==> src/rtl/mem_port_arbiter.sv <==
// Three-way arbiter sharing one variable-latency memory between fetch, data and debug ports.
// One outstanding transaction (IDLE -> BUSY -> RESP), starvation boost for debug, watchdog abort.
module mem_port_arbiter #(
  parameter int ADDR_W  = 32,
  parameter int DATA_W  = 32,
  parameter int STARVE  = 8,
  parameter int TIMEOUT = 15
) (
  input  logic              clk,
  input  logic              reset,
  input  logic              if_req,
  input  logic [ADDR_W-1:0] if_addr,
  output logic [DATA_W-1:0] if_rdata,
  output logic              if_done,
  input  logic              d_req,
  input  logic              d_we,
  input  logic [ADDR_W-1:0] d_addr,
  input  logic [DATA_W-1:0] d_wdata,
  output logic [DATA_W-1:0] d_rdata,
  output logic              d_done,
  input  logic              dbg_req,
  input  logic              dbg_we,
  input  logic [ADDR_W-1:0] dbg_addr,
  input  logic [DATA_W-1:0] dbg_wdata,
  output logic [DATA_W-1:0] dbg_rdata,
  output logic              dbg_done,
  output logic              m_req,
  output logic              m_we,
  output logic [ADDR_W-1:0] m_addr,
  output logic [DATA_W-1:0] m_wdata,
  input  logic [DATA_W-1:0] m_rdata,
  input  logic              m_ack,
  output logic              busy,
  output logic              timeout_err
);

  localparam int SW = $clog2(STARVE + 1);
  localparam int TW = $clog2(TIMEOUT + 1);

  typedef enum logic [1:0] {S_IDLE, S_BUSY, S_RESP} state_t;
  typedef enum logic [1:0] {OWN_IF, OWN_D, OWN_DBG} owner_t;

  state_t            state_q, state_d;
  owner_t            owner_q, win;
  logic              we_q, win_we;
  logic [ADDR_W-1:0] addr_q, win_addr;
  logic [DATA_W-1:0] wdata_q, win_wdata;
  logic [SW-1:0]     starve_q;
  logic [TW-1:0]     wd_q;
  logic              any_req, abort, finish;
  logic [DATA_W-1:0] resp_data;
  logic [DATA_W-1:0] if_rdata_q, d_rdata_q, dbg_rdata_q;
  logic              timeout_err_q;

  assign any_req = if_req | d_req | dbg_req;

  // Winner selection: a starved debug port jumps ahead, otherwise D > IF > DBG.
  // NOTE: every signal written in always_comb gets a default first so no latch is inferred.
  always_comb begin
    win       = OWN_IF;
    win_we    = 1'b0;
    win_addr  = if_addr;
    win_wdata = '0;
    if (dbg_req && (starve_q >= SW'(STARVE))) begin
      win = OWN_DBG; win_we = dbg_we; win_addr = dbg_addr; win_wdata = dbg_wdata;
    end else if (d_req) begin
      win = OWN_D; win_we = d_we; win_addr = d_addr; win_wdata = d_wdata;
    end else if (!if_req && dbg_req) begin
      win = OWN_DBG; win_we = dbg_we; win_addr = dbg_addr; win_wdata = dbg_wdata;
    end
  end

  always_comb begin
    state_d   = state_q;
    abort     = 1'b0;
    finish    = 1'b0;
    resp_data = m_rdata;
    case (state_q)
      S_IDLE: if (any_req) state_d = S_BUSY;
      S_BUSY: begin
        // An ack arriving on the final watchdog cycle still completes normally.
        if (m_ack) begin
          finish  = 1'b1;
          state_d = S_RESP;
        end else if (wd_q == TW'(TIMEOUT - 1)) begin
          abort     = 1'b1;
          finish    = 1'b1;
          resp_data = '0;
          state_d   = S_RESP;
        end
      end
      S_RESP:  state_d = S_IDLE;
      default: state_d = S_IDLE;
    endcase
  end

  // NOTE: clocked state uses non-blocking assignments so every register samples pre-edge values.
  always_ff @(posedge clk) begin
    if (reset) begin
      state_q       <= S_IDLE;
      owner_q       <= OWN_IF;
      we_q          <= 1'b0;
      addr_q        <= '0;
      wdata_q       <= '0;
      starve_q      <= '0;
      wd_q          <= '0;
      timeout_err_q <= 1'b0;
      if_rdata_q    <= '0;
      d_rdata_q     <= '0;
      dbg_rdata_q   <= '0;
    end else begin
      state_q <= state_d;

      if (state_q == S_IDLE && any_req) begin
        owner_q <= win;
        we_q    <= win_we;
        addr_q  <= win_addr;
        wdata_q <= win_wdata;
        wd_q    <= '0;
      end

      if (state_q == S_BUSY && !finish) wd_q <= wd_q + 1'b1;
      if (abort) timeout_err_q <= 1'b1;

      if (finish) begin
        case (owner_q)
          OWN_IF:  if_rdata_q  <= resp_data;
          OWN_D:   d_rdata_q   <= resp_data;
          OWN_DBG: dbg_rdata_q <= resp_data;
          default: ;
        endcase
      end

      // Starvation count tracks only consecutive arbitrations lost by a waiting debug port.
      if (!dbg_req) begin
        starve_q <= '0;
      end else if (state_q == S_IDLE) begin
        if (win == OWN_DBG)              starve_q <= '0;
        else if (starve_q < SW'(STARVE)) starve_q <= starve_q + 1'b1;
      end
    end
  end

  assign m_req       = (state_q == S_BUSY);
  assign m_we        = m_req & we_q;
  assign m_addr      = addr_q;
  assign m_wdata     = wdata_q;
  assign busy        = (state_q != S_IDLE);
  assign timeout_err = timeout_err_q;
  assign if_done     = (state_q == S_RESP) && (owner_q == OWN_IF);
  assign d_done      = (state_q == S_RESP) && (owner_q == OWN_D);
  assign dbg_done    = (state_q == S_RESP) && (owner_q == OWN_DBG);
  assign if_rdata    = if_rdata_q;
  assign d_rdata     = d_rdata_q;
  assign dbg_rdata   = dbg_rdata_q;

endmodule

==> config.mk <==
export PLATFORM = sky130hd
export DESIGN_NAME = mem_port_arbiter
export DESIGN_NICKNAME = d
export VERILOG_FILES = /design/src/rtl/mem_port_arbiter.sv
export SDC_FILE = /design/constraint.sdc
export NUM_CORES = 1
export LEC_CHECK = 0
export CAP_MARGIN = 5
export CORE_ASPECT_RATIO = 0.7
export CORE_MARGIN = 1.5
export CORE_UTILIZATION = 34
export CTS_BUF_LIST = sky130_fd_sc_hd__clkbuf_8 sky130_fd_sc_hd__clkbuf_16
export CTS_CLUSTER_SIZE = 25
export DETAILED_ROUTE_END_ITERATION = 12
export PLACE_DENSITY_LB_ADDON = 0.15
export SLEW_MARGIN = 20
export SYNTH_ARGS = -nofsm -noshare
export SYNTH_HDL_FRONTEND = slang
export SYNTH_SLANG_ARGS = --single-unit
==> constraint.sdc <==
create_clock -name clk -period 1.55 [get_ports clk]
set_input_delay 0.31 -clock clk [delete_from_list [all_inputs] [get_ports clk]]
set_output_delay 0.31 -clock clk [all_outputs]
set_load 0.02 [all_outputs]
## Word level (Yosys, flattened, before mapping)

Index checks and enable logic that the tools add are counted.

| operators by class | value |
|---|---|
| add/sub/neg operators | 2 |
| order comparisons | 2 |
| equality and inequality tests | 8 |
| mux-type cells | 28 |
| bitwise logic cells | 4 |
| reduce and logical (&&, ||, !) cells | 20 |

Operators by type and width:

| kind | count |
|---|---|
| $mux W32 | 9 |
| $mux W4 | 4 |
| $mux W2 | 6 |
| $reduce_and A2 Y1 | 5 |
| $add A4 B1 Y4 const B | 2 |
| $mux W1 | 8 |
| $logic_and A1 B1 Y1 | 7 |
| $eq A2 B2 Y1 const B | 3 |
| $reduce_bool A2 Y1 | 3 |
| $eq A2 B1 Y1 const B | 2 |
| $eq A4 B4 Y1 const B | 1 |
| $ge A4 B4 Y1 const B | 1 |
| $logic_not A2 Y1 | 2 |
| $lt A4 B4 Y1 const B | 1 |
| $pmux W2 S2 | 1 |
| $ne A3 B1 Y1 const B | 1 |
| $logic_not A1 Y1 | 2 |
| $ne A2 B2 Y1 const B | 1 |
| $or A1 B1 Y1 | 2 |
| $reduce_or A2 Y1 | 1 |
| $and A1 B1 Y1 | 1 |
| $not A1 Y1 | 1 |

| word-level totals | value |
|---|---|
| register bits after elaboration | 174 |

## Longest topological paths before layout

Gate-level depths: netlist (run 1).

| logic depth | value |
|---|---|
| word-level depth | 8 |
| gate-level depth with buffers | 7 |

## Least setup slack after synthesis (run 1)

OpenSTA, ideal clock, no wires.

| timing path | value |
|---|---|
| path type | register -> register |
| from | register wd_q[0] |
| to | register if_rdata_q[0], in the netlist if_rdata[0] |
| arrival | 1.511 ns |
| setup slack | -0.020 ns |
| cell stages (with the launch flop) | 8 |
| path buffers | 1 |
| cells stage by stage | dfxtp_1 > inv_1 > ha_1 > a31oi_1 > nor4_1 > nor2_1 > buf_2 > a22o_1 |

| on the way | value |
|---|---|
| word-level cells in the longest chain between the ends | 5 |
| elaborated cells on any way between the ends | 8 |

RTL lines:

| element | line | source |
|---|---|---|
| start: declaration | 49 | `logic [TW-1:0] wd_q;` |
| start signal: assignment | 122 | `if (state_q == S_BUSY && !finish) wd_q <= wd_q + 1'b1;` |
| $eq A4 B4 Y1 (*) | 85 | `end else if (wd_q == TW'(TIMEOUT - 1)) begin` |
| $mux W1 | 85 |  |
| $mux W1 | 82 | `if (m_ack) begin` |
| $mux W1 | 78 | `case (state_q)` |
| $reduce_and A2 Y1 (no line) | -- |  |
| end signal: assignment | 127 | `OWN_IF: if_rdata_q <= resp_data;` |
| end: declaration | 52 | `logic [DATA_W-1:0] if_rdata_q, d_rdata_q, dbg_rdata_q;` |

Every way passes the cells marked *; elsewhere a longest branch is shown, timed or not.
A chain may end at the register's enable or synchronous reset.

## Worst setup path in the final report (run 1)

| timing path | value |
|---|---|
| from | register state_q[1] |
| to | output if_done |

| on the way | value |
|---|---|
| word-level cells in the longest chain between the ends | 2 |

RTL lines:

| element | line | source |
|---|---|---|
| start: declaration | 43 | `state_t state_q, state_d;` |
| start signal: assignment | 112 | `state_q <= state_d;` |
| $eq A2 B2 Y1 | 150 | `assign if_done = (state_q == S_RESP) && (owner_q == OWN_IF);` |
| $logic_and A1 B1 Y1 | 150 |  |
| end: declaration | 14 | `output logic if_done,` |

Every way passes these cells.

==> results of run 1 <==
worst min path at each step:
| stage | from | endpoint | slack (ns) | depth (start not counted) |
|---|---|---|---|---|
| after floorplan | m_rdata[10] | d_rdata[10] | 0.44 | 1 |
| after global placement | m_addr[30] | m_addr[30] | 0.44 | 1 |
| after detailed placement | m_addr[30] | m_addr[30] | 0.45 | 1 |
| after CTS | m_addr[30] | m_addr[30] | 0.46 | 1 |
| after global routing | dbg_req | starve_q[0] | 0.42 | 4 |
| final | dbg_req | starve_q[0] | 0.41 | 4 |
sequential cells by signal, indices dropped and copies added, names as in the netlist, 2 cells and up:
name,count
state_q,2
m_wdata,32
owner_q,2
starve_q,4
m_addr,32
if_rdata,32
d_rdata,32
wd_q,4
dbg_rdata,32
power groups by stage:
stage          logic, mW  clock network [mW]  registers (mW)
2_1_floorplan      0.614                   0            5.18
3_3_place_gp        2.14                   0            4.92
3_5_place_dp        2.17                   0            4.93
4_1_cts             2.18                4.27            4.82
5_1_grt             2.43                4.45            4.85
6_report            2.30                4.18            4.82
what timing repair did:
action,in CTS,in global routing
buffers inserted,11,8
gates resized for setup,228,53
pin swaps,9,81
setup endpoints to repair,320,170
cloned,6,9
through the flow:
step | TNS (ns) | hold slack [ns] | cell area (µm²)
global route | -4.950 | 0.4218 | 11710
finish | -0.6401 | 0.4063 | 11710
floorplan | 0 | 0.4355 | 6320
global placement | -61.81 | 0.4449 | 10570
detailed placement | -54.67 | 0.4484 | 10570
CTS | -0.2980 | 0.4630 | 11320
layer usage:
metal,global-route usage (%),routed length (µm)
met1,27.80,10530
met2,41.69,12250
met3,6.691,1758
met4,7.688,432
met5,0,0
layout by cell type, fill, tap and decap left out, drive strengths merged, types with 5 or more instances in the layout:
cell type      count
nor3               8
dlygate4sd2      161
dfxtp            174
nand2              5
buf               76
nand2b             7
clkbuf            26
nor2              51
o22a              31
a32o              31
or2               31
inv               13
a22o              96
clkdlybuf4s50    195
nand3              7
a21oi              8
a222oi            33
Yosys cell counts, types with 5 or more instances:
| library cell | number |
|---|---|
| buf_2 | 27 |
| nor2_1 | 48 |
| a22o_1 | 96 |
| dfxtp_1 | 174 |
| nor3_1 | 7 |
| clkbuf_1 | 16 |
| nand3_1 | 7 |
| a21oi_1 | 8 |
| a222oi_1 | 33 |
| nand2b_1 | 5 |
| or2_2 | 31 |
| o22a_1 | 31 |
| a32o_1 | 31 |
critical path, cell delays in order (launching register included):
cell and delay, ns:
dfxtp_4 0.38, buf_4 0.13, nand2b_4 0.08, nor3_2 0.11, buf_4 0.17
final cells by class:
class                           instances  area, µm²  share of cell area [%]
Inverter                                6      32.53                  0.2779
Timing Repair Buffer                  443       4506                   38.49
Clock inverter                         14      143.9                   1.229
Sequential cell                       174       3500                   29.90
Antenna cell                            1      2.502                 0.02138
Multi-Input combinational cell        334       2786                   23.81
Tap cell                              236      295.3                   2.523
Clock buffer                           18      439.2                   3.752
cell families after synthesis:
| logic type | Yosys count | share of synthesized area (%) |
|---|---|---|
| AO/OA/AOI/OAI | 212 | 30.00 |
| XOR/XNOR | 1 | 0.1387 |
| adder cells (fa/ha/maj) | 4 | 0.7927 |
| buffers and inverters | 56 | 4.162 |
| flip-flops | 174 | 55.17 |
| AND/OR/NAND/NOR | 116 | 9.731 |
==> key figures, run 1 <==
Detailed routing
  • Via count: 6514
  • 1st-iter DRT viols: 439
  • Routed len/inst: 20.37 µm
  • Routed Antenna Nets: 0
  • Residual DRC count: 0
  • Via density: 5.313
  • Final WL: 24970 µm
  • Drt pass-1 iters: 5

STA
  • Setup Skew: 0.02364 ns
  • Final Critical Period: 1.605 ns
  • RSZ-0062 raised after global routing: true
  • Worst slew pin tran: 0.4540 ns
  • Final hold violations: 0
  • Slew headroom: 69.66%
  • Final Cycle Share: 103.5%
  • Post-route setup slack: -0.05462 ns
  • Slew Viols, Final: 0
  • Max Freq: 0.6232 GHz
  • Final setup fails: 36

Yosys
  • Number of synthesized flops with an enable pin: 0
  • Area leader, netlist: dfxtp_1
  • Yosys warning total: 0
  • Largest cells by area after synthesis: dfxtp_1 (55%), a22o_1 (13%), a222oi_1 (5.2%)
  • Synthesized flop and latch total: 174
  • Top FF cell, synth: dfxtp_1
  • Yosys cell types: 42
  • Synth Cell Area: 0.006314 mm²
  • Post-synth top area share: 55.17%
  • Share of flip-flops with an asynchronous set or reset: 0%
  • Syn Area/Cell: 11.21 µm²
  • Synth Instances: 563
  • Synth Net Count: 767
  • Post-synthesis sequential area ratio: 55.17%

Floorplan
  • Core Rows: 41
  • Horiz. Die Dim: 165.9 µm
  • Starting Density: 34.86%
  • Ports: 367
  • Total core area: 0.01811 mm²
  • DIE AREA: 0.01941 mm²
  • Die H: 117.0 µm

Power
  • Internal power: 8.117 mW
  • Switch share: 28.23%
  • Total Power: 11.31 mW
  • Comb pwr share: 20.3%
  • NetSw: 3.192 mW
  • Sequential share of power: 42.7%
  • PwrDens: 966.2 mW/mm²
  • Clock power share: 37.0%
  • Leak: 5.177 nW
  • Maximum vdd drop: 557.9 µV

Critical path
  • End of the critical path: if_done
  • WP data arrival: 1.29 ns
  • CP startpoint: state_q[1]
  • R2r endpoint: d_rdata[10]
  • Kind of critical path: flop to output pin
  • Reg2Reg Depth: 8
  • R2r startpoint: wd_q[0]
  • Setup crit end kind: output pin
  • Worst Path Max Fanout: 4
  • Register-to-register setup slack: -0.05 ns
  • Crit path required time: 1.24 ns
  • Startpoint Class: flop

Final layout
  • Filler cells: 1452
  • Final cell count without fillers: 1226
  • Final net count: 1180
  • P&R area growth vs syn: 85.39%
  • Final core occ: 64.64%
  • Layout cells sized above 1: 19.31%

Placement
  • Port Buf Inserts: 366
  • Hpwl dp: 16480 µm
  • GPL Wtd Cong: 0.8752
  • Place WS: -0.4972 ns
  • Placed Cells: 1164

Clock tree
  • Clk slew on worst S/H paths: 0.06 ns
  • Deepest clock path buffer count: 2
  • # hold bufs at CTS: 0
  • Clock Root Buffer: clkbuf_16
  • Clk_lat worst skew: 0.43 ns
  • H-tree Lvls: 4
  • Total CTS buffers: 17
  • Clk sink count: 174
  • CTS tree: built

GRT
  • First-pass GRT wire length: 35960 µm
  • Initial antenna violation count: 1
  • GRT overflow: 0
  • GRT Total Usage: 23.50%
  • Largest net degree at the start of global routing: 40
  • Number of global-route vias before repair: 6560

Min path
  • Path category of the worst min-delay check: input pin to flop

Job
  • Maxcap violations: 0

Status
  • Failing checks: negative setup slack
  • Status: finished with violations
(Power assumes the default switching activity.)
==> run 2, diff against run 1 <==
==> constraint.sdc (replaced) <==
create_clock -name clk -period 1.35 [get_ports clk]
set_input_delay 0.27 -clock clk [delete_from_list [all_inputs] [get_ports clk]]
set_output_delay 0.27 -clock clk [all_outputs]
set_load 0.02 [all_outputs]
==> key figures, run 2 (synthesis results as in run 1) <==
Final layout
  • FF/Latch Area: 0.003496 mm² (was 0.003500 mm²)
  • P&R area growth vs syn: 89.81% (was 85.39%)
  • Commonest non-fill, non-tap cell in the layout: clkdlybuf4s50_1 (unchanged)
  • Antenna diode count: 0 (was 1)
  • Layout cells sized above 1: 35.69% (was 19.31%)
  • Final core occ: 66.18% (was 64.64%)
  • Commonest non-fill, non-tap cells in the layout: clkdlybuf4s50_1 (194), dfxtp_1 (168), clkdlybuf4s15_2 (142), a22o_1 (96), buf_4 (40) (was clkdlybuf4s50_1 (195), dfxtp_1 (167), dlygate4sd2_1 (161), a22o_1 (96), nor2_1 (38))
  • Final net count: 1183 (was 1180)
  • Final cell count without fillers: 1228 (was 1226)
  • Multi-input gate area: 0.002783 mm² (was 0.002786 mm²)
  • Filler cells: 1359 (was 1452)

Power
  • PwrDens: 1107 mW/mm² (was 966.2 mW/mm²)
  • Leak: 4.604 nW (was 5.177 nW)
  • Total Power: 13.26 mW (was 11.31 mW)
  • Maximum vdd drop: 617.7 µV (was 557.9 µV)

Floorplan
  • Core Rows: 41 (unchanged)
  • Starting Density: 34.86% (unchanged)
  • Total core area: 0.01811 mm² (unchanged)
  • Ports: 367 (unchanged)
  • DIE AREA: 0.01941 mm² (unchanged)
  • Horiz. Die Dim: 165.9 µm (unchanged)
  • Die H: 117.0 µm (unchanged)

Critical path
  • Startpoint Class: flop (unchanged)
  • Kind of critical path: flop to flop (was flop to output pin)
  • Slowest-stage cell, CP: dfxtp_2 (was dfxtp_4)
  • Worst Path Max Fanout: 16 (was 4)
  • CP delay by family, top: buffers and inverters (was flip-flops)
  • Setup crit end kind: flop (was output pin)
  • Crit path required time: 1.73 ns (was 1.24 ns)
  • Buf/Inv on CP: 3 (was 2)
  • Worst-path cell chain: inv_2 -> ha_4 -> a31oi_4 -> buf_12 -> nor3_4 -> nor2_4 -> clkbuf_16 -> a22o_1 (was buf_4 -> nand2b_4 -> nor3_2 -> buf_4)
  • WP data arrival: 1.99 ns (was 1.29 ns)
  • Max incr delay on CP: 0.34 ns (was 0.38 ns)

STA
  • RSZ-0062 raised after global routing: true (unchanged)
  • Final Critical Period: 1.608 ns
  • Setup TNS: -31.48 ns (was -0.6401 ns)
  • Final Cycle Share: 119.1%
  • Slew headroom: 71.60% (was 69.66%)
  • Final hold violations: 0 (unchanged)
  • Worst slew pin tran: 0.4250 ns (was 0.4540 ns)
  • Slew Viols, Final: 0 (unchanged)
  • Setup Skew: 0.01522 ns (was 0.02364 ns)
  • Max Freq: 0.6220 GHz
  • Final setup fails: 171 (was 36)
  • Post-route setup slack: -0.2577 ns (was -0.05462 ns)

GRT
  • First-pass GRT wire length: 36340 µm (was 35960 µm)
  • GRT Total Usage: 24.03% (was 23.50%)
  • GRT overflow: 0 (unchanged)
  • Initial antenna violation count: 0 (was 1)
  • Largest net degree at the start of global routing: 40 (unchanged)
  • Number of global-route vias before repair: 6755 (was 6560)

Detailed routing
  • Drt pass-1 iters: 5 (unchanged)
  • 1st-iter DRT viols: 435 (was 439)
  • Via count: 6636 (was 6514)
  • Routed len/inst: 21.40 µm (was 20.37 µm)
  • Via density: 5.404 (was 5.313)
  • Residual DRC count: 0 (unchanged)
  • Final WL: 26280 µm (was 24970 µm)
  • Routed Antenna Nets: 0 (unchanged)

Status
  • Status: finished with violations (unchanged)
  • Failing checks: negative setup slack (unchanged)

Clock tree
  • Deepest clock path buffer count: 2 (unchanged)
  • Clock Root Buffer: clkbuf_16 (unchanged)
  • Clk slew on worst S/H paths: 0.07 ns (was 0.06 ns)
  • CTS tree: built (unchanged)
  • Clk_lat worst skew: 0.44 ns (was 0.43 ns)
  • H-tree Lvls: 4 (unchanged)
  • # hold bufs at CTS: 0 (unchanged)
  • Clk sink count: 174 (unchanged)
  • Total CTS buffers: 17 (unchanged)

Placement
  • Port Buf Inserts: 366 (unchanged)
  • Placed Cells: 1166 (was 1164)
  • Hpwl dp: 16850 µm (was 16480 µm)
  • GPL Wtd Cong: 0.8392 (was 0.8752)

Min path
  • Path category of the worst min-delay check: input pin to flop (unchanged)

Job
  • Maxcap violations: 0 (unchanged)
[run 2: power breakdown]
part           internal, mW  total [mW]  switching [mW]
Clock                  2.57        4.91            2.34
Combinational          1.54        2.80            1.26
Sequential             5.39        5.55           0.160
[run 2: path summary, 6_finish.rpt]
path                            startpoint          end  slack (ns)  cells past startpoint
worst max-delay path               wd_q[0]  d_rdata[21]       -0.26                      8
worst min-delay path               dbg_req  starve_q[1]        0.34                      4
worst max register to register     wd_q[0]  d_rdata[21]       -0.26                      8
worst min register to register  m_addr[30]   m_addr[30]        0.47                      1
[run 2: metrics by stage]
step                      instance area (µm²)  hold slack, ns  setup WS (ns)
after CTS                               11610          0.3596        -0.2305
after global routing                    11980          0.3473        -0.3108
after detailed placement                10600          0.4602        -0.8995
final                                   11980          0.3395        -0.2577
after floorplan                          6382          0.3955       -0.07314
after global placement                  10600          0.4480        -0.8502
[run 2: layout make-up]
| type | instances | area share, % |
|---|---|---|
| inverters | 6 | 0.2297 |
| clock inverters | 13 | 1.222 |
| multi-input cells | 334 | 23.22 |
| well taps | 236 | 2.464 |
| repair buffers | 446 | 39.91 |
| flip-flops and latches | 174 | 29.17 |
| clock buffers | 19 | 3.779 |
[run 2: tightest hold or removal path, stage by stage]
cell and delay, ns:
dlymetal6s2s_1 0.14, buf_6 0.14, nand2_1 0.11, a21oi_1 0.05
[run 2: per-layer routing]
layer	wire length (µm)	track usage (%)	share of wire, %
met1	10660	26.94	41
met2	13150	44.28	50
met3	1992	7.061	7.6
met4	475	8.168	1.8
met5	0	0	0
[run 2: timing repair]
action                                  4_1_cts  5_1_grt
resized for setup                           566       40
endpoints found under the setup margin      333      254
hold endpoints to repair                      0        0
pin swaps                                    10       39
buffers inserted                              3        8
cloned                                        4       15
